$ cat src/rtl/dmod_serializer_if.sv
`default_nettype none
// ============================================================================
// Module   : dmod_serializer_if
// Brief    : Symbol input strobe and framed serial line output of dmod_serializer.
// Revision : 1.0
// ============================================================================
interface dmod_serializer_if #(
    parameter int SYM_W = 5
);
    logic [SYM_W-1:0] dmod;
    logic             mod_en;
    logic             tx_bit;
    logic             tx_valid;
    logic             tx_sof;

    // master: symbol source plus line-side observer; slave: the serializer itself
    modport master (
        output dmod,
        output mod_en,
        input  tx_bit,
        input  tx_valid,
        input  tx_sof
    );

    modport slave (
        input  dmod,
        input  mod_en,
        output tx_bit,
        output tx_valid,
        output tx_sof
    );
endinterface
`default_nettype wire

$ cat src/rtl/dmod_serializer.sv
`default_nettype none
// ============================================================================
// Module   : dmod_serializer
// Brief    : Buffers dmod symbols in a FIFO and emits preamble-framed MSB-first
//            serial frames. Define DMOD_SER_PARITY_EN to append an even-parity
//            bit after every symbol.
// Revision : 1.0
// ============================================================================
module dmod_serializer #(
    parameter int              SYM_W      = 5,
    parameter int              DEPTH      = 8,
    parameter int              FRAME_SYMS = 16,
    parameter int              PRE_W      = 8,
    parameter logic [PRE_W-1:0] PREAMBLE  = 8'hA5
) (
    input  wire logic              clk,
    input  wire logic              reset,
    dmod_serializer_if.slave       bus,
    output logic                   busy,
    output logic                   ovf,
    output logic [$clog2(DEPTH):0] fifo_level
);
    localparam int AW   = $clog2(DEPTH);
    localparam int LW   = AW + 1;
    localparam int SCW  = $clog2(FRAME_SYMS + 1);
    localparam int MAXB = (PRE_W > SYM_W) ? PRE_W : SYM_W;
    localparam int BCW  = (MAXB > 1) ? $clog2(MAXB) : 1;

`ifdef DMOD_SER_PARITY_EN
    typedef enum logic [2:0] {
        S_IDLE = 3'd0,
        S_PRE  = 3'd1,
        S_DATA = 3'd2,
        S_PAR  = 3'd3,
        S_GAP  = 3'd4
    } state_t;
`else
    typedef enum logic [2:0] {
        S_IDLE = 3'd0,
        S_PRE  = 3'd1,
        S_DATA = 3'd2,
        S_GAP  = 3'd4
    } state_t;
`endif

    // FIFO storage and bookkeeping
    logic [SYM_W-1:0] mem_q [DEPTH];
    logic [AW-1:0]    wr_ptr_q, rd_ptr_q;
    logic [LW-1:0]    level_q, level_d;
    logic             ovf_q;
    logic             push, pop, full;
    logic [SYM_W-1:0] head;

    // Framing FSM
    state_t           state_q, state_d;
    logic [BCW-1:0]   cnt_q, cnt_d;
    logic [SCW-1:0]   sym_cnt_q, sym_cnt_d;
    logic [SYM_W-1:0] shift_q, shift_d;
    logic             stall_q, stall_d;
    logic             boundary;
`ifdef DMOD_SER_PARITY_EN
    logic             par_q, par_d;
`endif

    // Registered line outputs
    logic tx_bit_q, tx_bit_d;
    logic tx_valid_q, tx_valid_d;
    logic tx_sof_q, tx_sof_d;
    logic busy_q;

    assign full    = (level_q == LW'(DEPTH));
    assign head    = mem_q[rd_ptr_q];
    assign push    = bus.mod_en && (!full || pop);
    assign level_d = level_q + LW'(push) - LW'(pop);

    // Outputs for the next cycle are decided here and registered, so the
    // registered state always describes the bit currently on the line.
    always_comb begin
        state_d    = state_q;
        cnt_d      = cnt_q;
        sym_cnt_d  = sym_cnt_q;
        shift_d    = shift_q;
        stall_d    = stall_q;
        tx_bit_d   = 1'b0;
        tx_valid_d = 1'b0;
        tx_sof_d   = 1'b0;
        pop        = 1'b0;
        boundary   = 1'b0;
`ifdef DMOD_SER_PARITY_EN
        par_d      = par_q;
`endif
        case (state_q)
            S_IDLE: begin
                if (level_q != '0) begin
                    state_d    = S_PRE;
                    cnt_d      = BCW'(PRE_W - 1);
                    sym_cnt_d  = '0;
                    tx_bit_d   = PREAMBLE[PRE_W-1];
                    tx_valid_d = 1'b1;
                    tx_sof_d   = 1'b1;
                end
            end
            S_PRE: begin
                if (cnt_q == '0) begin
                    boundary = 1'b1;
                end else begin
                    cnt_d      = cnt_q - BCW'(1);
                    tx_bit_d   = PREAMBLE[cnt_q - BCW'(1)];
                    tx_valid_d = 1'b1;
                end
            end
            S_DATA: begin
                if (stall_q) begin
                    boundary = 1'b1;
                end else if (cnt_q == '0) begin
`ifdef DMOD_SER_PARITY_EN
                    state_d    = S_PAR;
                    tx_bit_d   = par_q;
                    tx_valid_d = 1'b1;
`else
                    boundary   = 1'b1;
`endif
                end else begin
                    cnt_d      = cnt_q - BCW'(1);
                    tx_bit_d   = shift_q[SYM_W-1];
                    shift_d    = shift_q << 1;
                    tx_valid_d = 1'b1;
                end
            end
`ifdef DMOD_SER_PARITY_EN
            S_PAR: begin
                boundary = 1'b1;
            end
`endif
            S_GAP: begin
                state_d = S_IDLE;
            end
            default: begin
                state_d = S_IDLE;
            end
        endcase

        // Symbol boundary: close the frame, start the next symbol, or wait
        // on an empty FIFO without advancing the symbol count.
        if (boundary) begin
            stall_d = 1'b0;
            if (sym_cnt_q == SCW'(FRAME_SYMS)) begin
                state_d = S_GAP;
            end else if (level_q != '0) begin
                pop        = 1'b1;
                state_d    = S_DATA;
                cnt_d      = BCW'(SYM_W - 1);
                sym_cnt_d  = sym_cnt_q + SCW'(1);
                tx_bit_d   = head[SYM_W-1];
                shift_d    = head << 1;
                tx_valid_d = 1'b1;
`ifdef DMOD_SER_PARITY_EN
                par_d      = ^head;
`endif
            end else begin
                state_d = S_DATA;
                stall_d = 1'b1;
            end
        end
    end

    always_ff @(posedge clk) begin
        if (reset) begin
            state_q    <= S_IDLE;
            cnt_q      <= '0;
            sym_cnt_q  <= '0;
            shift_q    <= '0;
            stall_q    <= 1'b0;
            tx_bit_q   <= 1'b0;
            tx_valid_q <= 1'b0;
            tx_sof_q   <= 1'b0;
            busy_q     <= 1'b0;
            wr_ptr_q   <= '0;
            rd_ptr_q   <= '0;
            level_q    <= '0;
            ovf_q      <= 1'b0;
`ifdef DMOD_SER_PARITY_EN
            par_q      <= 1'b0;
`endif
        end else begin
            state_q    <= state_d;
            cnt_q      <= cnt_d;
            sym_cnt_q  <= sym_cnt_d;
            shift_q    <= shift_d;
            stall_q    <= stall_d;
            tx_bit_q   <= tx_bit_d;
            tx_valid_q <= tx_valid_d;
            tx_sof_q   <= tx_sof_d;
            busy_q     <= (state_d != S_IDLE);
            level_q    <= level_d;
            if (push) begin
                wr_ptr_q <= wr_ptr_q + AW'(1);
            end
            if (pop) begin
                rd_ptr_q <= rd_ptr_q + AW'(1);
            end
            if (bus.mod_en && full && !pop) begin
                ovf_q <= 1'b1;
            end
`ifdef DMOD_SER_PARITY_EN
            par_q      <= par_d;
`endif
        end
    end

    always_ff @(posedge clk) begin
        if (push) begin
            mem_q[wr_ptr_q] <= bus.dmod;
        end
    end

    assign bus.tx_bit   = tx_bit_q;
    assign bus.tx_valid = tx_valid_q;
    assign bus.tx_sof   = tx_sof_q;
    assign busy         = busy_q;
    assign ovf          = ovf_q;
    assign fifo_level   = level_q;

endmodule
`default_nettype wire
$ cat src/flat_wrapper.sv
// flat-port wrapper written by rule: the top's interface ports become plain ports
module dmod_serializer_flat 
#(
    parameter int              SYM_W      = 5,
    parameter int              DEPTH      = 8,
    parameter int              FRAME_SYMS = 16,
    parameter int              PRE_W      = 8,
    parameter logic [PRE_W-1:0] PREAMBLE  = 8'hA5
)
  (clk, reset, busy, ovf, fifo_level, bus_dmod, bus_mod_en, bus_tx_bit, bus_tx_valid, bus_tx_sof);
  dmod_serializer_if #(.SYM_W(SYM_W)) bus_i ();
  input  wire logic clk;
  input  wire logic reset;
  output logic busy;
  output logic ovf;
  output logic [$clog2(DEPTH):0] fifo_level;
  input wire logic [$bits(bus_i.dmod)-1:0] bus_dmod;
  input wire logic [$bits(bus_i.mod_en)-1:0] bus_mod_en;
  output wire logic [$bits(bus_i.tx_bit)-1:0] bus_tx_bit;
  output wire logic [$bits(bus_i.tx_valid)-1:0] bus_tx_valid;
  output wire logic [$bits(bus_i.tx_sof)-1:0] bus_tx_sof;
  assign bus_i.dmod = bus_dmod;
  assign bus_i.mod_en = bus_mod_en;
  assign bus_tx_bit = bus_i.tx_bit;
  assign bus_tx_valid = bus_i.tx_valid;
  assign bus_tx_sof = bus_i.tx_sof;
  dmod_serializer #(.SYM_W(SYM_W), .DEPTH(DEPTH), .FRAME_SYMS(FRAME_SYMS), .PRE_W(PRE_W), .PREAMBLE(PREAMBLE)) u_core (.clk(clk), .reset(reset), .bus(bus_i), .busy(busy), .ovf(ovf), .fifo_level(fifo_level));
endmodule
$ cat config.mk
export PLATFORM = sky130hd
export DESIGN_NAME = dmod_serializer_flat
export DESIGN_NICKNAME = d
export VERILOG_FILES = /design/src/rtl/dmod_serializer_if.sv /design/src/rtl/dmod_serializer.sv /design/src/flat_wrapper.sv
export SDC_FILE = /design/constraint.sdc
export NUM_CORES = 1
export LEC_CHECK = 0
export BUFFER_PORTS_ARGS = -buffer_cell sky130_fd_sc_hd__buf_2
export CAP_MARGIN = 40
export CORE_MARGIN = 3
export CORE_UTILIZATION = 49
export CTS_BUF_LIST = sky130_fd_sc_hd__clkbuf_16
export CTS_CLUSTER_SIZE = 12
export DETAILED_ROUTE_END_ITERATION = 7
export HOLD_SLACK_MARGIN = 0.03
export PLACE_DENSITY = 0.77
export SETUP_SLACK_MARGIN = 0.05
export SLEW_MARGIN = 20
export SYNTH_ARGS = -nofsm -noshare
export SYNTH_HDL_FRONTEND = slang
export SYNTH_SLANG_ARGS = --single-unit
export TNS_END_PERCENT = 20
$ cat constraint.sdc
create_clock -name clk -period 2.55 [get_ports clk]
set_input_delay 0.255 -clock clk [delete_from_list [all_inputs] [get_ports clk]]
set_output_delay 0.255 -clock clk [all_outputs]
set_load 0.02 [all_outputs]
Word-level counts from Yosys, hierarchy flattened. Memories as Yosys holds them, arrays and structs flattened. A register that Yosys moved wholly into a read port is not among the register bits. Cells that the tools add are included.

$add $sub $neg: 6. Reductions and logical operators: 12. Multiply operators: 0. Bitwise gates (word level): 1. Equality and inequality tests: 4. Shift operators: 0. Divide/modulo/power cells: 0. Multiplexer cells: 48. Order comparisons: 1.

Operator list (number): $mux W5 (11); $mux W3 (11); $mux W1 (21); $pmux W3 S3 (1); $add A3 B1 Y3 const B (2); $logic_not A3 Y1 (2); $pmux W1 S3 (2); $pmux W3 S2 (1); $add A5 B1 Y5 const B (1); $eq A5 B5 Y1 const B (1); $add A4 B1 Y4 (1); $eq A4 B4 Y1 const B (1); $lt A3 B4 Y1 const B (1); $reduce_bool A4 Y1 (1); $reduce_or A2 Y1 (2); $sub A4 B1 Y4 (1); $eq A3 B1 Y1 const B (1); $eq A3 B2 Y1 const B (1); $logic_and A1 B1 Y1 (3); $reduce_bool A3 Y1 (1); $sub A3 B1 Y3 const B (1); $logic_not A1 Y1 (2); $pmux W1 S2 (1); $logic_or A1 B1 Y1 (1); $not A1 Y1 (1).

Bits in writable memories: 40. Bits in latches: 0. Memories kept: 2. Output and inout bits: 9. Word-level logic and storage cells: 87. Bits in registers: 32. Bits of input ports: 8. Memory bits (read-only): 8.

Memory list: u_core.mem_q (words 8, bits a word 5, read ports 1, clocked after Yosys merged registers in 1, wr ports 1, RTL line dmod_serializer.sv:47) `logic [SYM_W-1:0] mem_q [DEPTH];`; (no name shown) (words 8, bits a word 1, read ports 1, clocked after Yosys merged registers in 0, wr ports 0, RTL line dmod_serializer.sv:108) `tx_bit_d = PREAMBLE[cnt_q - BCW'(1)];`.

Longest topological paths before layout. Gate-level depths: netlist of the first run.

Depth after elaboration: 9. Depth in mapped cells: 12. Mapped depth without buffers: 11.

Worst setup path before layout of the first run. Ideal clock, no wire load.

Kind: register -> register. Start: reg u_core.level_q[2], in the netlist u_core.fifo_level[2]. End: reg u_core.level_q[2], in the netlist u_core.fifo_level[2]. Slack: 0.008 ns. Period minus slack after synthesis: 2.542 ns. Setup time: 0.128 ns. Data arrival time: 2.415 ns. Stages on the path, launching flop included: 13. Buffers on the path: 1. Required time: 2.422 ns. Cell sequence: dfxtp_1 inv_1 ha_1 or3b_1 clkbuf_1 and2_1 nand2_1 xnor2_1 ha_1 inv_1 fa_1 xor2_1 nor2_1.

Longest elaborated chain between the ends: 8. Elaborated cells between the ends (all ways): 10. Classes of those cells: add/sub: 2; eq/ne: 1; mux: 3; reduce/logical: 4.

Ends and longest elaborated chain: from (decl) (RTL line dmod_serializer.sv:49) `logic [LW-1:0] level_q, level_d;`; from (signal assigned) (RTL line dmod_serializer.sv:195) `level_q <= level_d;`; $reduce_bool A4 Y1 (RTL line dmod_serializer.sv:149) `end else if (level_q != '0) begin`; $mux W1 (RTL line dmod_serializer.sv:149); $mux W1 (RTL line dmod_serializer.sv:147) `if (sym_cnt_q == SCW'(FRAME_SYMS)) begin`; $mux W1 (RTL line dmod_serializer.sv:145) `if (boundary) begin`; $logic_or A1 B1 Y1 (RTL line dmod_serializer.sv:73) `assign push = bus.mod_en && (!full || pop);`; $logic_and A1 B1 Y1 (RTL line dmod_serializer.sv:73); $add A4 B1 Y4 (RTL line dmod_serializer.sv:74) `assign level_d = level_q + LW'(push) - LW'(pop);`; $sub A4 B1 Y4 (*) (RTL line dmod_serializer.sv:74).

Every way passes the cells marked *; elsewhere a longest branch is shown, timed or not. A chain may end at the register's enable or synchronous reset.

Worst setup path in the final report of the first run.
Start: reg u_core.cnt_q[1]. End: reg u_core.level_q[3], in the netlist u_core.fifo_level[3].

Longest elaborated chain between the ends: 9.

Ends and longest elaborated chain: from (decl) (RTL line dmod_serializer.sv:56) `logic [BCW-1:0] cnt_q, cnt_d;`; from (signal assigned) (RTL line dmod_serializer.sv:187) `cnt_q <= cnt_d;`; $logic_not A3 Y1 (*) (RTL line dmod_serializer.sv:104, dmod_serializer.sv:115); $mux W1 (*) (RTL line dmod_serializer.sv:104, dmod_serializer.sv:115); $mux W1 (RTL line dmod_serializer.sv:113) `if (stall_q) begin`; $pmux W1 S2 (*) (RTL line dmod_serializer.sv:92) `case (state_q)`; $mux W1 (*) (RTL line dmod_serializer.sv:145); $logic_or A1 B1 Y1 (*) (RTL line dmod_serializer.sv:73); $logic_and A1 B1 Y1 (*) (RTL line dmod_serializer.sv:73); named net u_core.push (RTL line dmod_serializer.sv:51) `logic push, pop, full;`; $add A4 B1 Y4 (*) (RTL line dmod_serializer.sv:74); $sub A4 B1 Y4 (*) (RTL line dmod_serializer.sv:74).

Mark *: on every way through the listed nets, which the timed path passes. The rest lies on a longest branch.

==> impl_summary.txt, run 1 <==
----------------------------------------------------
[Drt]
  Via count ... 2264
  Routed wire length per instance ... 16.3 µm
  Number of antenna-violating nets in the routed design ... 0
  Total length of routed met2 wires ... roughly 3300 µm
  Routed wire length on met3 ... between 200 and 250 µm
  Total iterations of the first detailed-routing run ... 4
  Drt initial violations ... 136
  Post-DR vias/cell ... approximately 5.5
  Highest metal layer used by the detailed router ... met4
  DRT met1 WL ... roughly 3000 µm
  Post-Route WL ... 6640 µm
  Total DRC errors in the routed layout ... 0

[Synthesis]
  Avg Cell Area, Syn ... between 10 and 15 µm²
  Number of synthesized register bits ... between 70 and 80
  Most used DFF post-synth ... sky130_fd_sc_hd__edfxtp_1
  Async set-reset flop share out of synthesis ... 0%
  Sequential element share of the synthesized area ... between 50 and 60%
  Number of enable flip-flop cells after synthesis ... 40
  Cells after Synth ... approximately 270
  Combined area of all synthesized cells ... 3460 µm²
  Post-synth cell types ... 57
  Synthesized netlist net count ... between 200 and 300
  Warnings from Yosys ... 0

[GRT]
  Global routing usage summed across all routing layers ... ~17%
  Number of global-route vias before repair ... about 2300
  Overflow after GRT ... 0
  Global-route wire length before repair ... 11000 µm
  Pin count of the biggest net entering global routing ... 39
  Number of antenna violations at the first check in global routing ... 0

[Worst setup path]
  Register-to-register setup slack ... around 0.17 ns
  Critical register-to-register path startpoint ... u_core.cnt_q[1]$_SDFF_PP0_
  Reg2Reg Depth ... 12
  Startpoint kind of the worst setup timing path ... flop
  Crit end category ... flop
  Critical Path RT ... 2.74 ns
  Arr. time, crit path ... 2.57 ns
  R2r endpoint ... u_core.fifo_level[3]$_SDFF_PP0_
  Worst Path Class, Setup ... flop to flop
  Maximum fanout along the worst path ... 4

[CTS]
  Clock insertion delay at the later pin of the skew report ... 0.33 ns
  Number of levels in the clock H-tree ... 3
  Sink Count ... between 70 and 80
  Clock buffer count from CTS ... 9
  Buffer depth of the longest clock path ... 2
  TritonCTS clock tree ... yes
  Clock input transition at the sequential cells of the worst setup and hold paths ... 0.06 ns
  Clock root cell ... sky130_fd_sc_hd__clkbuf_16

[STA]
  Number of setup violations in the final report ... 0
  Slew at the pin closest to its max-slew limit ... about 0.67 ns
  RSZ-0062 raised after global routing ... false
  Hold Worst Slack ... 0.191 ns
  Final cycle utilization of the critical path ... ~93%
  Number of hold-slack violations in the final timing report ... 0
  Slew HR ... about 55%
  TNS Setup ... 0 ns
  F_max ... roughly 0.42 GHz
  Worst-case clock skew ... 0.00471 ns
  Shortest clock period the worst path allows after layout ... around 2.4 ns
  Min setup slack post-route ... roughly 0.17 ns
  Final-report max-slew violation count ... 0

[Power and ir drop]
  Combinational cell fraction of total power ... between 30% and 40%
  Power per standard cell area ... 1100 nW/µm²
  Worst ir drop on vdd ... approximately 0.0006 V
  Cell internal power dissipation ... ~0.0029 W
  Clock group share of total power ... 25.9%
  P_leak ... about 1.5 nW
  Switching Share ... 35.2%
  Portion of total power attributed to sequential cells ... roughly 37%
  Net Sw Power ... between 0.0015 and 0.002 W

[Final layout]
  Antenna cell count ... 0
  Synth-to-Final Area Change ... 17.1%
  Share of post-route cells with drive strength above 1 ... 28.5%
  Finished layout cell area ... a little over 4000 µm²
  Final cell utilization of the core ... between 50% and 60%
  Post-layout nets ... ~330

[Floorplanning]
  DIE HEIGHT ... roughly 90 µm
  Horizontal die dimension ... around 90 µm
  Core outline area ... 6830 µm²
  Num ports ... 17
  Number of cell rows ... 30
  Initial cell density of the core ... a little over 50%
  Total die area ... 8110 µm²

[Hold path]
  Worst hold-check path type ... primary input to flop
  Cells on Worst Hold Path ... 1
  End of the worst hold path ... u_core.mem_q[5][1]$_DFFE_PP_
  Start point of the worst hold path ... bus_dmod[1]

[Placed design]
  Final weighted congestion in routability-driven placement ... between 0.8 and 0.9
  Number of buffer cells added on primary ports ... 16
  Placed cell areas ... between 3000 and 4000 µm²
  Total half-perimeter wirelength after legalization and detailed placement ... between 4000 and 5000 µm
  Setup Slack @ Placement ... about 0.21 ns

[Run status]
  Status ... complete, no violations

[Job]
  Max-cap violations ... 0

----------------------------------------------------
[critical path, cell delays in order, from the launching register on]
cell and delay, ns:
sky130_fd_sc_hd__dfxtp_1 0.37, sky130_fd_sc_hd__inv_1 0.10, sky130_fd_sc_hd__ha_2 0.21, sky130_fd_sc_hd__nor3b_4 0.16, sky130_fd_sc_hd__a21o_1 0.21, sky130_fd_sc_hd__a32oi_4 0.26, sky130_fd_sc_hd__inv_2 0.09, sky130_fd_sc_hd__ha_2 0.19
sky130_fd_sc_hd__buf_4 0.13, sky130_fd_sc_hd__a21o_1 0.15, sky130_fd_sc_hd__a21oi_1 0.17, sky130_fd_sc_hd__xnor2_1 0.14, sky130_fd_sc_hd__nor2_1 0.07
[synth_stat cells, types with 2 or more instances]
master                     count  area (µm²)
sky130_fd_sc_hd__edfxtp_1     40        1200
sky130_fd_sc_hd__dfxtp_1      35         701
sky130_fd_sc_hd__inv_1        15        56.3
sky130_fd_sc_hd__nor2_1       14        52.6
sky130_fd_sc_hd__a21oi_1      12        60.1
sky130_fd_sc_hd__ha_1         12         150
sky130_fd_sc_hd__nand2_1      12        45.0
sky130_fd_sc_hd__mux4_2       10         225
sky130_fd_sc_hd__nor3_1       10        50.1
sky130_fd_sc_hd__mux2_2        8        90.1
sky130_fd_sc_hd__mux2i_1       8        80.1
sky130_fd_sc_hd__nand3_1       7        35.0
sky130_fd_sc_hd__nor2b_1       7        43.8
sky130_fd_sc_hd__o21ai_0       7        35.0
sky130_fd_sc_hd__a211oi_1      6        45.0
sky130_fd_sc_hd__clkbuf_1      6        22.5
sky130_fd_sc_hd__nand2b_1      5        31.3
sky130_fd_sc_hd__a21o_1        4        30.0
sky130_fd_sc_hd__buf_2         4        20.0
sky130_fd_sc_hd__nor4b_1       4        35.0
sky130_fd_sc_hd__o211ai_1      4        30.0
sky130_fd_sc_hd__a221oi_1      2        17.5
sky130_fd_sc_hd__a311oi_1      2        17.5
sky130_fd_sc_hd__a31oi_1       2        12.5
sky130_fd_sc_hd__nor4_1        2        12.5
sky130_fd_sc_hd__or3_1         2        12.5
sky130_fd_sc_hd__or4_1         2        15.0
sky130_fd_sc_hd__xnor2_1       2        17.5
sky130_fd_sc_hd__xor2_1        2        17.5
[cells in the final DEF, fill, tap and decap left out, drive strengths merged, types with 5 or more instances in the layout]
cell,synthesis,routed
a211oi,6,6
a21oi,13,13
buf,7,36
clkbuf,7,9
dfxtp,35,35
edfxtp,40,40
ha,12,12
inv,16,18
mux2,9,9
mux2i,8,8
mux4,10,10
nand2,12,12
nand2b,5,5
nand3,7,7
nor2,14,14
nor2b,7,7
nor3,12,12
o21ai,7,7
[per-layer routing]
| layer | track usage [%] | vias to the layer above |
|---|---|---|
| met5 | 0 | - |
| met4 | 7.02 | 0 |
| met3 | 3.60 | 11 |
| met2 | 27.9 | 46 |
| met1 | 22.4 | 1112 |
| li1 | - | 1095 |
[repair_timing]
| action | in CTS | in global routing |
|---|---|---|
| gates resized for setup | 0 | 7 |
| endpoints found under the setup margin | 0 | 3 |
| setup buffers | 0 | 2 |
| hold buffers | 0 | 0 |
[metrics by stage]
stage / std cells / power (W)
floorplan: 274 / 0.00280
global placement: 390 / 0.00319
detailed placement: 390 / 0.00323
CTS: 406 / 0.00441
global route: 408 / 0.00475
finish: 408 / 0.00447
[cell type report]
cell class / count / area, µm²
Clock buffer: 9 / 225
Clock inverter: 7 / 51.3
Fill cell: 551 / 2780
Inverter: 16 / 60.1
Multi-Input combinational cell: 169 / 1470
Sequential cell: 75 / 1900
Tap cell: 96 / 120
Timing Repair Buffer: 36 / 230
[power groups by stage]
| stage | Sequential (W) | Clock [W] | Combinational (W) |
|---|---|---|---|
| final | 0.00167 | 0.00116 | 0.00164 |
| after global routing | 0.00170 | 0.00123 | 0.00183 |
| after CTS | 0.00166 | 0.00118 | 0.00157 |
| after detailed placement | 0.00169 | 0 | 0.00154 |
| after global placement | 0.00167 | 0 | 0.00152 |
| after floorplan | 0.00167 | 0 | 0.00113 |
[worst max-delay path by stage]
stage	from	endpoint	slack [ns]	depth (start not counted)
3_3_place_gp	u_core.fifo_level[2]$_SDFF_PP0_	u_core.fifo_level[2]$_SDFF_PP0_	0.25	11
2_1_floorplan	u_core.fifo_level[2]$_SDFF_PP0_	u_core.fifo_level[3]$_SDFF_PP0_	0.02	11
4_1_cts	u_core.cnt_q[1]$_SDFF_PP0_	u_core.fifo_level[1]$_SDFF_PP0_	0.17	10
3_5_place_dp	u_core.fifo_level[3]$_SDFF_PP0_	u_core.fifo_level[3]$_SDFF_PP0_	0.21	11
5_1_grt	u_core.cnt_q[1]$_SDFF_PP0_	u_core.fifo_level[3]$_SDFF_PP0_	0.02	12
6_report	u_core.cnt_q[1]$_SDFF_PP0_	u_core.fifo_level[3]$_SDFF_PP0_	0.17	12
[sequential cells by signal, summed over array words and instances (netlist names), named ones only]
signal               flops
u_core.bus.tx_valid      1
u_core.bus.tx_sof        1
u_core.state_q           3
u_core.shift_q           5
u_core.sym_cnt_q         5
u_core.rd_ptr_q          3
u_core.ovf               1
u_core.wr_ptr_q          3
u_core.fifo_level        4
u_core.busy              1
u_core.bus.tx_bit        1
u_core.mem_q            40
u_core.cnt_q             3
u_core.stall_q           1
[kinds of logic (layout without fill, tap and decap cells)]
family | Yosys count | after routing | synth area share [%]
AND/OR/NAND/NOR | 76 | 76 | 12.8
flip-flops | 75 | 75 | 54.9
AO/OA/AOI/OAI | 48 | 48 | 10.2
buffers and inverters | 30 | 68 | 3.83
multiplexers | 27 | 27 | 11.9
adder cells (fa/ha/maj) | 13 | 13 | 4.91
XOR/XNOR | 5 | 5 | 1.48
Power figures use the tool's default switching activity.
==> run 2: changes to the inputs <==
BUFFER_PORTS_ARGS = -buffer_cell sky130_fd_sc_hd__buf_4   (was -buffer_cell sky130_fd_sc_hd__buf_2)
==> impl_summary.txt, run 2 (same netlist as run 1, synthesis figures left out) <==
----------------------------------------------------
[CTS]
  Post_cts resized ... 0 (unchanged)
  Clock root cell ... sky130_fd_sc_hd__clkbuf_16
  Number of levels in the clock H-tree ... 3 (unchanged)
  Clock input transition at the sequential cells of the worst setup and hold paths ... 0.06 ns (about the same)
  TritonCTS clock tree ... yes
  Number of hold buffers added after CTS ... 0 (unchanged)
  Buffer depth of the longest clock path ... 2 (unchanged)
  Sink Count ... 75 (unchanged)
  Number of buffers inserted to repair setup after CTS ... 0 (unchanged)
  Clock insertion delay at the later pin of the skew report ... 0.34 ns (about the same)
  Clock buffer count from CTS ... 9 (unchanged)

[Worst setup path]
  Most frequent CP cell ... sky130_fd_sc_hd__inv_1
  Chain of cells forming the critical path ... inv_1, ha_4, or3b_1, and2_1, nand2_2, xnor2_2, ha_2, inv_1, fa_1, xor2_1, nor2_1
  Worst Path Class, Setup ... flop to flop
  Startpoint kind of the worst setup timing path ... flop
  Register-to-register setup slack ... 0.24 ns (+0.07 ns)
  Critical Path RT ... 2.76 ns (+0.02 ns)
  Delay of the slowest cell on the worst path ... 0.37 ns (about the same)
  Maximum fanout along the worst path ... 4 (unchanged)
  Slowest CP cell ... sky130_fd_sc_hd__fa_1
  Arr. time, crit path ... 2.52 ns (-0.05 ns)
  Crit end category ... flop

[Floorplanning]
  Core outline area ... 6830 µm² (unchanged)
  Horizontal die dimension ... 90.1 µm (unchanged)
  Number of cell rows ... 30 (unchanged)
  Total die area ... 8110 µm² (unchanged)
  Num ports ... 17 (unchanged)
  Initial cell density of the core ... 50.7% (unchanged)
  DIE HEIGHT ... 90.1 µm (unchanged)

[Power and ir drop]
  P_leak ... 1.48 nW (+0.14%)
  Net Sw Power ... 0.00159 W (+0.78%)
  Switching Share ... 35.2% (-0.080 points)
  Cell internal power dissipation ... 0.00293 W (+1.1%)
  Worst ir drop on vdd ... 0.000488 V (-18%)
  Power per standard cell area ... 1100 nW/µm² (about the same)
  Portion of total power attributed to sequential cells ... 36.8% (-0.5 points)
  Clock group share of total power ... 26.4% (+0.5 points)
  Combinational cell fraction of total power ... 36.8% (about the same)

[Final layout]
  Synth-to-Final Area Change ... 18.3%
  Post-layout nets ... 326 (-0.61%)
  Max FFs per register ... 40 (unchanged)
  Final cell utilization of the core ... 60.0% (+0.60 points)
  Highest-count cells in the layout ignoring fill and taps ... 40 x sky130_fd_sc_hd__edfxtp_1, 35 x sky130_fd_sc_hd__dfxtp_1, 34 x sky130_fd_sc_hd__buf_4
  Share of post-route cells with drive strength above 1 ... 28.1% (-0.46 points)
  Antenna cell count ... 0 (unchanged)
  Top reg by flops ... u_core.mem_q
  Commonest non-fill, non-tap cell in the layout ... sky130_fd_sc_hd__edfxtp_1
  Regs by FF count ... u_core.mem_q: 40 flops, u_core.shift_q: 5 flops, u_core.sym_cnt_q: 5 flops

[GRT]
  Overflow after GRT ... 0 (unchanged)
  Global-route wire length before repair ... 10900 µm (-0.94%)
  Number of antenna violations at the first check in global routing ... 0 (unchanged)
  Global routing usage summed across all routing layers ... 17.1% (about the same)
  Pin count of the biggest net entering global routing ... 39 (unchanged)
  Number of global-route vias before repair ... 2168 (-3.8%)

[STA]
  Min setup slack post-route ... 0.241 ns (+0.0744 ns)
  Final cycle utilization of the critical path ... 90.5% (-2.9 points)
  Number of setup violations in the final report ... 0 (unchanged)
  Number of hold-slack violations in the final timing report ... 0 (unchanged)
  Final-report max-slew violation count ... 0 (unchanged)
  Slew at the pin closest to its max-slew limit ... 0.567 ns (-0.101 ns)
  Worst-case clock skew ... 0.00653 ns (+0.00182 ns)
  Slew HR ... 62.1% (+6.7 points)
  TNS Setup ... 0 ns (unchanged)
  Hold Worst Slack ... 0.147 ns (-0.0444 ns)
  F_max ... 0.433 GHz (+3.2%)
  RSZ-0062 raised after global routing ... false
  Shortest clock period the worst path allows after layout ... 2.31 ns (-0.0744 ns)

[Hold path]
  Worst hold-check path type ... primary input to flop

[Drt]
  Via count ... 2254 (-0.44%)
  Drt initial violations ... 146 (+7.4%)
  Total DRC errors in the routed layout ... 0 (unchanged)
  Post-Route WL ... 6570 µm (-1.1%)
  Routed wire length per instance ... 16.2 µm (-0.60%)
  Number of antenna-violating nets in the routed design ... 0 (unchanged)
  Post-DR vias/cell ... 5.55 (about the same)
  Total iterations of the first detailed-routing run ... 4 (unchanged)

[Placed design]
  Number of buffer cells added on primary ports ... 16 (unchanged)
  Total half-perimeter wirelength after legalization and detailed placement ... 4450 µm (+0.31%)
  Setup Slack @ Placement ... 0.198 ns (-0.0122 ns)
  Final weighted congestion in routability-driven placement ... 0.876 (+2.3%)

[Job]
  Max-cap violations ... 0 (unchanged)

[Run status]
  Status ... complete, no violations

----------------------------------------------------
[run 2: worst paths after layout]
| check | from | endpoint | cells past startpoint |
|---|---|---|---|
| max | u_core.fifo_level[2]$_SDFF_PP0_ | u_core.fifo_level[2]$_SDFF_PP0_ | 11 |
| min | bus_dmod[2] | u_core.mem_q[3][2]$_DFFE_PP_ | 1 |
| max reg2reg | u_core.fifo_level[2]$_SDFF_PP0_ | u_core.fifo_level[2]$_SDFF_PP0_ | 11 |
| min reg2reg | u_core.ovf$_SDFFE_PP0P_ | u_core.ovf$_SDFFE_PP0P_ | 1 |
[run 2: worst max-delay path: cells and delay by family (launching register included)]
family                   cells  cell delay, ns
XOR/XNOR                     2            0.26
AND/OR/NAND/NOR              4            0.71
adder cells (fa/ha/maj)      3            0.73
flip-flops                   1            0.31
buffers and inverters        2            0.18
[run 2: area by class of cell]
cell class,instances,area (µm²)
Inverter,16,60.1
Clock buffer,9,225
Sequential cell,75,1900
Clock inverter,7,57.6
Timing Repair Buffer,34,255
Multi-Input combinational cell,169,1480
Tap cell,96,120
Fill cell,558,2740
[run 2: power by group through the flow]
| stage | logic, W | clock network, W | registers [W] |
|---|---|---|---|
| finish | 0.00166 | 0.00119 | 0.00166 |
| global route | 0.00184 | 0.00127 | 0.00170 |
| CTS | 0.00160 | 0.00121 | 0.00166 |
| detailed placement | 0.00158 | 0 | 0.00168 |
| global placement | 0.00155 | 0 | 0.00168 |
| floorplan | 0.00113 | 0 | 0.00167 |
[run 2: routing by layer]
metal / up-vias / share of wire (%) / track usage (%)
li1: 1094 / - / -
met1: 1100 / 45 / 22.4
met2: 46 / 49 / 27.0
met3: 14 / 4.0 / 4.27
met4: 0 / 2.1 / 7.65
met5: - / 0 / 0
[run 2: stage by stage]
step	cell area (µm²)	std cells	total power (W)
finish	4100	406	0.00451
CTS	4050	406	0.00447
global route	4100	406	0.00480
global placement	3770	390	0.00323
floorplan	3460	274	0.00280
detailed placement	3770	390	0.00327
